===== config.mk =====
export PLATFORM = sky130hd
export DESIGN_NAME = hazard_unit
export DESIGN_NICKNAME = d
export VERILOG_FILES = /design/src/rtl/hazard_unit_pkg.sv /design/src/rtl/hazard_stage_reg.sv /design/src/rtl/hazard_unit.sv
export SDC_FILE = /design/constraint.sdc
export NUM_CORES = 1
export LEC_CHECK = 0
export ABC_AREA = 1
export CORE_MARGIN = 2
export CORE_UTILIZATION = 55
export CTS_BUF_LIST = sky130_fd_sc_hd__clkbuf_8
export CTS_CLUSTER_DIAMETER = 30
export DETAILED_ROUTE_END_ITERATION = 7
export PLACE_DENSITY_LB_ADDON = 0.25
export SYNTH_ARGS = -nofsm -noshare
export SYNTH_HDL_FRONTEND = slang
export SYNTH_SLANG_ARGS = --single-unit

===== constraint.sdc =====
create_clock -name clk -period 2.9 [get_ports clk]
set_input_delay 0.725 -clock clk [delete_from_list [all_inputs] [get_ports clk]]
set_output_delay 0.725 -clock clk [all_outputs]
set_load 0.02 [all_outputs]

===== src/rtl/hazard_unit_pkg.sv =====
// -----------------------------------------------------------------------------
// hazard_unit_pkg
// Shared definitions for the pipeline hazard controller:
//   - forwarding select encodings driven onto forwardAE / forwardBE
//   - the per-stage record {dest, reg_write, load} and its field widths
//   - the forward-select function used for both EX operands
// -----------------------------------------------------------------------------
package hazard_unit_pkg;

   // Width of the destination-register field in a stage record.
   localparam int unsigned REC_DEST_W = 5;

   // Forwarding source select for an EX operand.
   typedef enum logic [1:0] {
      FWD_RF   = 2'd0,   // register file
      FWD_LATE = 2'd1,   // one stage past write-back
      FWD_WB   = 2'd2,   // write-back stage
      FWD_MEM  = 2'd3    // memory stage (ALU result only)
   } fwd_sel_t;

   // One in-flight instruction as seen by the hazard logic.
   typedef struct packed {
      logic [REC_DEST_W-1:0] dest;
      logic                  reg_write;
      logic                  load;
   } stage_rec_t;

   localparam int unsigned REC_W = $bits(stage_rec_t);

   // A record can supply a value for addr only if it writes a non-zero
   // register equal to addr; register 0 is hard-wired and never forwarded.
   function automatic logic rec_match(input stage_rec_t            rec,
                                      input logic [REC_DEST_W-1:0] addr);
      return rec.reg_write && (rec.dest != '0) && (rec.dest == addr);
   endfunction

   // Youngest matching producer wins. A load sitting in MEM has no data yet,
   // so it is never a MEM-forward source; the stall logic keeps a dependent
   // instruction out of EX in that situation.
   function automatic fwd_sel_t fwd_select(input logic [REC_DEST_W-1:0] addr,
                                           input logic                  uses,
                                           input stage_rec_t            mem,
                                           input stage_rec_t            wb,
                                           input stage_rec_t            late);
      fwd_sel_t sel;
      sel = FWD_RF;
      if (uses) begin
         if (rec_match(mem, addr) && !mem.load) begin
            sel = FWD_MEM;
         end else if (rec_match(wb, addr)) begin
            sel = FWD_WB;
         end else if (rec_match(late, addr)) begin
            sel = FWD_LATE;
         end
      end
      return sel;
   endfunction

endpackage


===== src/rtl/hazard_stage_reg.sv =====
// -----------------------------------------------------------------------------
// hazard_stage_reg
// One pipeline-stage record {dest, reg_write, load} for the hazard unit.
// Ports:
//   clk     in   rising-edge clock
//   clear   in   synchronous clear (all fields to zero)
//   bubble  in   load an all-zero record instead of d on this edge
//   d       in   record from the previous stage
//   q       out  registered record
// -----------------------------------------------------------------------------
module hazard_stage_reg
   import hazard_unit_pkg::*;
(
   input  logic       clk,
   input  logic       clear,
   input  logic       bubble,
   input  stage_rec_t d,
   output stage_rec_t q
);

   always_ff @(posedge clk) begin
      if (clear || bubble) begin
         q <= '0;
      end else begin
         q <= d;
      end
   end

endmodule


===== src/rtl/hazard_unit.sv =====
// -----------------------------------------------------------------------------
// hazard_unit
// Pipeline hazard controller for the five-stage CPU. Tracks the destination
// and write/load flags of every in-flight instruction from EX through one
// stage past write-back, and from those drives EX operand forwarding, the
// load-use stall (ID/EX enable, PC + IF/ID hold, EX bubble) and a saturating
// stall counter.
// Parameters:
//   REG_ADDR_W   register-address width (must match the package record width)
//   CNT_W        stall-counter width
// Ports:
//   clk           in   rising-edge clock
//   reset         in   synchronous active-high reset, clears all state
//   rs_d, rt_d    in   decode-stage source addresses
//   uses_rs_d     in   decode instruction reads rs
//   uses_rt_d     in   decode instruction reads rt
//   dest_d        in   decode-stage destination address
//   reg_write_d   in   decode instruction writes the register file
//   mem_to_reg_d  in   decode instruction is a load
//   forwardAE     out  EX operand-A source select
//   forwardBE     out  EX operand-B source select
//   load_stall    out  ID/EX enable: 1 = advance, 0 = hold
//   fetch_hold    out  hold PC and IF/ID
//   ex_bubble     out  zero EX control entering EX
//   stall_count   out  load-use stall cycles since reset, saturating
// -----------------------------------------------------------------------------
module hazard_unit
   import hazard_unit_pkg::*;
#(
   parameter int unsigned REG_ADDR_W = REC_DEST_W,
   parameter int unsigned CNT_W      = 32
) (
   input  logic                  clk,
   input  logic                  reset,
   input  logic [REG_ADDR_W-1:0] rs_d,
   input  logic [REG_ADDR_W-1:0] rt_d,
   input  logic                  uses_rs_d,
   input  logic                  uses_rt_d,
   input  logic [REG_ADDR_W-1:0] dest_d,
   input  logic                  reg_write_d,
   input  logic                  mem_to_reg_d,
   output logic [1:0]            forwardAE,
   output logic [1:0]            forwardBE,
   output logic                  load_stall,
   output logic                  fetch_hold,
   output logic                  ex_bubble,
   output logic [CNT_W-1:0]      stall_count
);

   stage_rec_t id_rec;
   stage_rec_t ex_rec;
   stage_rec_t mem_rec;
   stage_rec_t wb_rec;
   stage_rec_t late_rec;

   logic [REG_ADDR_W-1:0] rs_e;
   logic [REG_ADDR_W-1:0] rt_e;
   logic                  uses_rs_e;
   logic                  uses_rt_e;

   logic                  stall;
   fwd_sel_t              fwd_a;
   fwd_sel_t              fwd_b;

   assign id_rec = '{dest: dest_d, reg_write: reg_write_d, load: mem_to_reg_d};

   // ---------------------------------------------------------------- records
   // EX takes a bubble while the consumer is held in ID; the later stages
   // always advance so the load moves on and resolves the hazard.
   hazard_stage_reg u_ex (
      .clk    (clk),
      .clear  (reset),
      .bubble (stall),
      .d      (id_rec),
      .q      (ex_rec)
   );

   hazard_stage_reg u_mem (
      .clk    (clk),
      .clear  (reset),
      .bubble (1'b0),
      .d      (ex_rec),
      .q      (mem_rec)
   );

   hazard_stage_reg u_wb (
      .clk    (clk),
      .clear  (reset),
      .bubble (1'b0),
      .d      (mem_rec),
      .q      (wb_rec)
   );

   hazard_stage_reg u_late (
      .clk    (clk),
      .clear  (reset),
      .bubble (1'b0),
      .d      (wb_rec),
      .q      (late_rec)
   );

   // EX-only source operand fields, bubbled together with the EX record.
   always_ff @(posedge clk) begin
      if (reset || stall) begin
         rs_e      <= '0;
         rt_e      <= '0;
         uses_rs_e <= 1'b0;
         uses_rt_e <= 1'b0;
      end else begin
         rs_e      <= rs_d;
         rt_e      <= rt_d;
         uses_rs_e <= uses_rs_d;
         uses_rt_e <= uses_rt_d;
      end
   end

   // ----------------------------------------------------------------- stall
   // Load in EX whose result the decode instruction needs next cycle.
   always_comb begin
      stall = 1'b0;
      if (ex_rec.load && ex_rec.reg_write && (ex_rec.dest != '0)) begin
         stall = (uses_rs_d && (ex_rec.dest == rs_d)) ||
                 (uses_rt_d && (ex_rec.dest == rt_d));
      end
   end

   assign load_stall = !stall;
   assign fetch_hold = stall;
   assign ex_bubble  = stall;

   // ------------------------------------------------------------ forwarding
   assign fwd_a     = fwd_select(rs_e, uses_rs_e, mem_rec, wb_rec, late_rec);
   assign fwd_b     = fwd_select(rt_e, uses_rt_e, mem_rec, wb_rec, late_rec);
   assign forwardAE = fwd_a;
   assign forwardBE = fwd_b;

   // --------------------------------------------------------- stall counter
   always_ff @(posedge clk) begin
      if (reset) begin
         stall_count <= '0;
      end else if (stall && (stall_count != '1)) begin
         stall_count <= stall_count + 1'b1;
      end
   end

endmodule


# == After elaboration in Yosys (flattened, before gate mapping) ==
# Index checks and enable logic that the tools add are counted.
# Widths: inputs -> output; s select.
# totals
reg_bits,70
inputBits,21
output_inout_bits,39
word_cells,58
# classes
addsub,1
eq_ne,9
mux,9
n_reduce_logical,24
# op_table
cell,n
$eq 5x5->1,8
$add 32x1->32 const B,1
$ne 32x32->1 const B,1
$reduce_bool 5->1,4
$logic_and 1x1->1,16
$mux 2,6
$mux 1,3
$logic_not 1->1,2
$logic_or 1x1->1,2

# == Longest topological paths before layout ==
# Gate-level depths: netlist (run 1).
# depth
ltp_word,7
mapped_depth,11
ltp_nobuf,11

# == Modules after synthesis ==
# Synthesis (run 1) repeated with hierarchy kept, for this count alone.
# unflattened
hier_cells,641
area_unflattened_um2,4110.2
# by_module_without_submodules
module,instances,cells_each,area_per_inst_um2,seq_area_each_um2
hazard_unit,1,545,3194.3,880.8
hazard_stage_reg,4,24,229.0,140.1

# == Worst setup path before layout (run 1) ==
# OpenSTA, ideal clock, no wires.
# synth_timing
kind,input -> output
from,input port rt_d[0]
to,output port fetch_hold
arrival_time_ns,1.739
path_slack_ns,0.436
cell_stages,8
path_buffers,2
cell_sequence,inv_1 > nand2_1 > nand2_1 > nor2_1 > nand3_2 > a21oi_4 > buf_2 > buf_4
# synth_via
elab_chain_cells,4
# synth_lines
item,line_no,text
from (decl),hazard_unit.sv:36,"input logic [REG_ADDR_W-1:0] rt_d,"
$eq 5x5->1,hazard_unit.sv:123,(uses_rt_d && (ex_rec.dest == rt_d));
$logic_and 1x1->1,hazard_unit.sv:123,
$logic_or 1x1->1,hazard_unit.sv:122,stall = (uses_rs_d && (ex_rec.dest == rs_d)) ||
$mux 1,hazard_unit.sv:121,if (ex_rec.load && ex_rec.reg_write && (ex_rec.dest != '0)) begin
to (decl),hazard_unit.sv:45,"output logic fetch_hold,"
# Every way passes these cells.

# == Final worst setup path (run 1) ==
# layout_timing
from,input port rs_d[0]
to,output port ex_bubble
# layout_via
elab_chain_cells,4
# layout_lines
item,line_no,text
from (decl),hazard_unit.sv:35,"input logic [REG_ADDR_W-1:0] rs_d,"
$eq 5x5->1,hazard_unit.sv:122,
$logic_and 1x1->1,hazard_unit.sv:122,
$logic_or 1x1->1,hazard_unit.sv:122,
$mux 1,hazard_unit.sv:121,
to (decl),hazard_unit.sv:46,"output logic ex_bubble,"
# Every way passes these cells.

==> results of run 1 <==
## sequential cells by signal, indices dropped and copies added (netlist names)
name	count
stall_count	32
rs_e	5
u_ex.q	7
u_wb.q	6
u_late.q	6
uses_rt_e	1
rt_e	5
u_mem.q	7
uses_rs_e	1
## final cells by class
class / instances / area [sq um] / area share [%]
clock buffers: 10 / 137.6 / 2.929
multi-input cells: 423 / 2054 / 43.73
flip-flops and latches: 70 / 1401 / 29.83
inverters: 62 / 232.7 / 4.953
repair buffers: 76 / 733.2 / 15.61
clock inverters: 6 / 38.79 / 0.8256
well taps: 80 / 100.1 / 2.130
## cells by family (layout without fill, tap and decap cells)
| logic type | after synthesis | after routing |
|---|---|---|
| XOR/XNOR | 38 | 38 |
| AO/OA/AOI/OAI | 42 | 42 |
| adder cells (fa/ha/maj) | 1 | 1 |
| buffers and inverters | 75 | 154 |
| flip-flops | 70 | 70 |
| AND/OR/NAND/NOR | 342 | 342 |
## where the power goes
part	internal, mW	leakage (nW)	switching [mW]
Sequential	0.982	0.571	0.0232
Combinational	0.0736	1.30	0.0756
Clock	0.330	0.0934	0.385
Total	1.39	1.96	0.483
## path summary, 6_finish.rpt
kind / from / to / slack (ns)
setup / recovery: rs_d[0] / ex_bubble / 0.09
hold / removal: u_wb.q[1]$_SDFF_PP0_ / u_late.q[1]$_SDFF_PP0_ / 0.42
setup reg to reg: stall_count[0]$_SDFFE_PP0P_ / stall_count[26]$_SDFFE_PP0P_ / 0.71
hold reg to reg: u_wb.q[1]$_SDFF_PP0_ / u_late.q[1]$_SDFF_PP0_ / 0.42
## metal layers
layer / up-vias / wire length (microns) / track usage [%]
li1: 1921 / - / -
met5: - / 0 / 0
met4: 0 / 204 / 12.22
met3: 22 / 482 / 4.857
met1: 1723 / 4415 / 36.23
met2: 130 / 4268 / 40.84
## worst min-delay path: stages (launching register included)
cell	delay (ns)
dfxtp_1	0.31
inv_1	0.04
nor2_1	0.03
## synth_stat cells, types with 7 or more instances
cell,count
nand3_1,28
nor2_1,116
xnor2_1,18
dfxtp_1,70
inv_1,57
nand3b_1,11
nand2_1,156
nand4_1,13
xor2_1,20
clkbuf_1,7
a21oi_1,33
## through the flow
| step | setup slack [ns] | instances |
|---|---|---|
| floorplan | 0.4355 | 568 |
| global placement | -0.3390 | 710 |
| detailed placement | -0.3647 | 710 |
| CTS | 0.05494 | 726 |
| global route | 0.003627 | 727 |
| finish | 0.09136 | 727 |
## timing repair
| action | CTS | global route |
|---|---|---|
| endpoints found under the setup margin | 3 | 6 |
| pin swaps | 0 | 2 |
| gates resized for setup | 12 | 14 |
| buffers inserted | 0 | 1 |
| hold endpoints to repair | 0 | 0 |
==> summary.txt, run 1 <==
Clocking
  • Clock Path Buffers: 2
  • Sinks on the clock net: 70
  • Skew-Pair Late Insertion Delay: 0.35 ns
  • CTS tree: done
  • CTS clk-pin slew, worst paths: 0.07 ns
  • Post-CTS Hold Buffers: 0
  • CTS Buf Count: 9
  • CTS root buffer: clkbuf_8
  • H-tree depth: 3

Finish
  • Net count, final: 664
  • Most frequent cells in the layout: nand2_1 (156), nor2_1 (116), dfxtp_1 (70), inv_1 (58), clkdlybuf4s50_1 (53)
  • # diodes: 0
  • P&R area growth vs syn: 25.21%
  • Final core occ: 70.32%
  • Layout cells sized above 1: 8.037%
  • Most common cell after layout, fill and taps aside: nand2_1
  • Post-route cell area: 0.004698 sq mm
  • # fillers: 559

STA
  • Final max-slew violation count: 0
  • Setup violators final: 0
  • Final min period: 2.809 ns
  • RSZ-0062 raised after global routing: false
  • Crit share post-route: 96.85%
  • Max_slew headroom: 69.60%
  • FMAX: 356.0 MHz
  • Worst clock skew: 0.006957 ns
  • Sum of negative setup slack: 0 ns
  • WHS: 0.4232 ns
  • Hold Fails Final Rpt: 0
  • Slew at the pin closest to its max-slew limit: 0.4561 ns

Placement
  • Gp weighted congestion: 0.9071
  • DP HPWL: 6862 microns
  • Buffers on Ports: 59
  • Placement Cell Area: 0.004489 sq mm

Yosys
  • Yosys reg bits: 70
  • Avg Cell Area, Syn: 6.606 sq um
  • Syn_nets: 590
  • YS warnings: 0
  • Sequential fraction of the synthesis area: 37.35%
  • Primary FF master, synth: dfxtp_1
  • Post-synthesis mux area share: 0%
  • Post-Synth Simple-Gate Area: 39.21%
  • Post-synth ARST share: 0%
  • Synth Area in Adders: 0.3334%
  • Post-synthesis cell type count: 30
  • Post-synth top area cell: dfxtp_1
  • Cell count after synthesis: 568
  • Cell Area, Synth: 0.003752 sq mm
  • Share of the synthesized area in the top cell type: 37.35%
  • Synth area leaders: dfxtp_1 (37%), nand2_1 (16%), nor2_1 (12%)
  • Complex-gate fraction of the synthesized area: 6.069%
  • Main combinational cell family by area after synthesis: simple AND/OR/NAND/NOR gates
  • Post-synth EDFFs: 0
  • XOR/XNOR Fraction of Synth Area: 8.870%

Worst setup path
  • CP Data Arrival Time: 2.08 ns
  • Worst setup EP type: output pin
  • Worst setup path class: in -> out
  • WP depth: 8
  • Worst-case reg-to-reg path depth: 9
  • CP startpoint kind: input pin
  • CP max FO: 3
  • Worst path bufs/invs: 3
  • Family with the most delay on the worst path: buffers and inverters
  • Crit-path max cell delay: 0.47 ns
  • Worst Path Required: 2.17 ns
  • CP Cell Sequence: clkdlybuf4s50_1, inv_1, nand2_1, o21ai_1, nor2_1, nand3_2, a21oi_4, buf_6
  • Slowest-stage cell, CP: clkdlybuf4s50_1

Floorplan
  • Die Wd: 86.60 microns
  • Row count: 30
  • Die Ht: 86.60 microns
  • Die ar.: 0.007500 sq mm
  • Initial Util: 56.16%
  • Core Area: 0.006681 sq mm
  • # IOs: 60

GRT
  • Gr usage total: 26.57%
  • Initial antenna violation count: 0
  • Largest net degree at the start of global routing: 44
  • Grt ovf: 0
  • Vias in the first global route: 3556
  • First-pass GRT wire length: 15860 microns

Min path
  • Hold/Removal Path Class: reg -> reg
  • Hold depth: 2

Detailed routing
  • Initial DRT Pass Iterations: 5
  • Avg Vias per Cell: 5.221
  • Initial drt markers: 220
  • Final wirelength: 9370 microns
  • Vias: 3796
  • DRC viols: 0
  • Drt wl/cell: 12.89 microns
  • ANT nets after route: 0

Status
  • Status: finished clean

Pwr
  • PD cells: 398.0 mW/mm^2
  • VDD IR max: 0.0002898 V
  • Leakage power: 1.965 nW
  • Power Total: 1.870 mW

Run
  • Total of max-cap violations: 0
Note: power is estimated with default switching activity, not from simulation.
==> run 2: changes to the inputs <==
--- a/config.mk
+++ b/config.mk
@@ -7,11 +7,12 @@
 export LEC_CHECK = 0
 export ABC_AREA = 1
 export CORE_MARGIN = 2
-export CORE_UTILIZATION = 55
+export CORE_UTILIZATION = 40
 export CTS_BUF_LIST = sky130_fd_sc_hd__clkbuf_8
 export CTS_CLUSTER_DIAMETER = 30
 export DETAILED_ROUTE_END_ITERATION = 7
 export PLACE_DENSITY_LB_ADDON = 0.25
+export SKIP_LAST_GASP = 1
 export SYNTH_ARGS = -nofsm -noshare
 export SYNTH_HDL_FRONTEND = slang
 export SYNTH_SLANG_ARGS = --single-unit
==> run 2 against run 1 <==
Sequential share of layout area down 0.28 points. Utilization down 19 points. Largest cell class unchanged. Setup slack worse by 0.0082 ns. Cell count up 4.3%. Sequential cell count unchanged. Non-clock buffer count unchanged. Power up 2.2%. Worst hold slack better by 0.0095 ns. First-iteration DRC count down 20%. Critical path depth up 2. Largest power group unchanged. Maximum frequency down 0.29%. Combinational power about the same.
==> summary.txt, run 2 (synthesized netlist as in run 1, its figures left out) <==
Status
  • Status: finished clean (unchanged)

STA
  • Hold Fails Final Rpt: 0 (unchanged)
  • Max_slew headroom: 70.06% (was 69.60%)
  • Setup violators final: 0 (unchanged)
  • RSZ-0062 raised after global routing: false (unchanged)
  • FMAX: 355.0 MHz (was 356.0 MHz)
  • Final max-slew violation count: 0 (unchanged)
  • Crit share post-route: 97.13% (was 96.85%)
  • WHS: 0.4327 ns (was 0.4232 ns)
  • Slack of the critical path: 0.08315 ns (was 0.09136 ns)
  • Final min period: 2.817 ns (was 2.809 ns)
  • Slew at the pin closest to its max-slew limit: 0.4491 ns (was 0.4561 ns)
  • Sum of negative setup slack: 0 ns (unchanged)
  • Worst clock skew: 0.008788 ns (was 0.006957 ns)

Floorplan
  • # IOs: 60 (unchanged)
  • Die Ht: 100.9 microns (was 86.60 microns)
  • Die ar.: 0.01017 sq mm (was 0.007500 sq mm)
  • Die Wd: 100.9 microns (was 86.60 microns)
  • Row count: 35 (was 30)
  • Initial Util: 41.00% (was 56.16%)
  • Core Area: 0.009153 sq mm (was 0.006681 sq mm)

Detailed routing
  • Avg Vias per Cell: 4.880 (was 5.221)
  • Initial drt markers: 175 (was 220)
  • Final wirelength: 9557 microns (was 9370 microns)
  • ANT nets after route: 0 (unchanged)
  • Initial DRT Pass Iterations: 4 (was 5)
  • DRC viols: 0 (unchanged)
  • Drt wl/cell: 12.61 microns (was 12.89 microns)
  • Vias: 3699 (was 3796)

Finish
  • Largest Register: stall_count (unchanged)
  • Post-Layout Cell Count: 758 (was 727)
  • Net count, final: 664 (unchanged)
  • P&R area growth vs syn: 26.38% (was 25.21%)
  • Most frequent cells in the layout: nand2_1 (156), nor2_1 (113), dfxtp_1 (70), inv_1 (57), clkdlybuf4s50_1 (51) (was nand2_1 (156), nor2_1 (116), dfxtp_1 (70), inv_1 (58), clkdlybuf4s50_1 (53))
  • Top Registers: stall_count: 32 flops, u_ex.q: 7 flops, u_mem.q: 7 flops (unchanged)
  • Layout cells sized above 1: 8.655% (was 8.037%)
  • # diodes: 0 (unchanged)
  • Final core occ: 51.81% (was 70.32%)
  • Most common cell after layout, fill and taps aside: nand2_1 (unchanged)
  • Largest register FFs: 32 (unchanged)
  • Post-route cell area: 0.004742 sq mm (was 0.004698 sq mm)

Worst setup path
  • Worst path bufs/invs: 4 (was 3)
  • Worst setup path class: in -> out (unchanged)
  • CP startpoint kind: input pin (unchanged)
  • Worst r2r src: stall_count[0]$_SDFFE_PP0P_ (unchanged)
  • Origin of the worst setup path: rt_d[2] (was rs_d[0])
  • Worst-case reg-to-reg path depth: 9 (unchanged)
  • CP Cell Sequence: clkdlybuf4s50_1, inv_1, nand2_1, nand2_1, nor2_1, nand3_2, buf_4, nand2_2, nand2_2, buf_2 (was clkdlybuf4s50_1, inv_1, nand2_1, o21ai_1, nor2_1, nand3_2, a21oi_4, buf_6)
  • CP Data Arrival Time: 2.09 ns (was 2.08 ns)
  • Reg-to-Reg End: stall_count[13]$_SDFFE_PP0P_ (was stall_count[26]$_SDFFE_PP0P_)
  • Worst Path Required: 2.17 ns (about the same)
  • Slowest-stage cell, CP: clkdlybuf4s50_1 (unchanged)
  • Register-to-Register Setup Slack: 0.73 ns (was 0.71 ns)
  • CP max FO: 2 (was 3)
  • Worst setup EP type: output pin (unchanged)
  • Crit-path max cell delay: 0.49 ns (was 0.47 ns)
  • Family with the most delay on the worst path: buffers and inverters (unchanged)

Placement
  • Gp weighted congestion: 0.9094 (was 0.9071)
  • Buffers on Ports: 59 (unchanged)
  • Pre-CTS setup slack: -0.3817 ns (was -0.3647 ns)
  • Placed Instances: 742 (was 710)
  • Placement Cell Area: 0.004536 sq mm (was 0.004489 sq mm)
  • DP HPWL: 7305 microns (was 6862 microns)

Pwr
  • Leakage power: 1.972 nW (was 1.965 nW)
  • PD cells: 403.0 mW/mm^2 (was 398.0 mW/mm^2)
  • Power Total: 1.911 mW (was 1.870 mW)
  • VDD IR max: 0.0001905 V (was 0.0002898 V)

GRT
  • Grt ovf: 0 (unchanged)
  • First-pass GRT wire length: 16840 microns (was 15860 microns)
  • Initial antenna violation count: 0 (unchanged)
  • Largest net degree at the start of global routing: 44 (unchanged)
  • Gr usage total: 20.55% (was 26.57%)
  • Vias in the first global route: 3663 (was 3556)

Clocking
  • Buffers inserted by post-CTS timing repair: 0 (unchanged)
  • CTS Buf Count: 9 (unchanged)
  • Sinks on the clock net: 70 (unchanged)
  • CTS root buffer: clkbuf_8 (unchanged)
  • CTS clk-pin slew, worst paths: 0.08 ns (was 0.07 ns)
  • CTS tree: done (unchanged)
  • Clock Path Buffers: 2 (unchanged)
  • Skew-Pair Late Insertion Delay: 0.36 ns (was 0.35 ns)
  • Post-CTS Hold Buffers: 0 (unchanged)
  • H-tree depth: 3 (unchanged)

Min path
  • Hold depth: 2 (unchanged)
  • Hold Path End: u_mem.q[0]$_SDFF_PP0_ (was u_late.q[1]$_SDFF_PP0_)
  • Hold/Removal Path Class: reg -> reg (unchanged)
  • Hold path startpoint: u_ex.q[0]$_SDFF_PP0_ (was u_wb.q[1]$_SDFF_PP0_)

Run
  • Total of max-cap violations: 0 (unchanged)
==> run 2: timing repair <==
action / CTS / global route
hold endpoints to repair: 0 / 0
gates resized for setup: 11 / 14
pin swaps: 0 / 3
endpoints found under the setup margin: 3 / 7
==> run 2: worst max-delay path by stage <==
stage,cells after the start,end,slack (ns)
2_1_floorplan,8,fetch_hold,0.44
3_3_place_gp,8,fetch_hold,-0.37
3_5_place_dp,8,ex_bubble,-0.38
4_1_cts,8,fetch_hold,-0.03
5_1_grt,10,load_stall,0.001
6_report,10,load_stall,0.08
==> run 2: worst min-delay path, cell delays in order (launching register included) <==
cell and delay [ns]:
dfxtp_1 0.31, inv_1 0.05, nor2_1 0.04
==> run 2: final cells by class <==
class / count / area, sq um
Multi-Input combinational cell: 423 / 2052
Timing Repair Buffer: 76 / 728.2
Inverter: 62 / 232.7
Tap cell: 111 / 138.9
Sequential cell: 70 / 1401
Fill cell: 895 / 4410
Clock inverter: 7 / 65.06
Clock buffer: 9 / 123.9
==> run 2: layer usage <==
layer	part of all wire, %	GRT usage (%)	vias up
li1	-	-	1917
met1	49	28.11	1694
met2	45	32.26	78
met3	4.5	3.537	10
met4	1.3	8.008	0
met5	0	0	-
==> run 2: report_power, final <==
part           total (mW)  switching, mW  leakage [nW]  internal [mW]
registers            1.00         0.0226         0.571          0.982
logic               0.151         0.0770          1.31         0.0743
clock network       0.755          0.424        0.0943          0.331
total                1.91          0.524          1.97           1.39
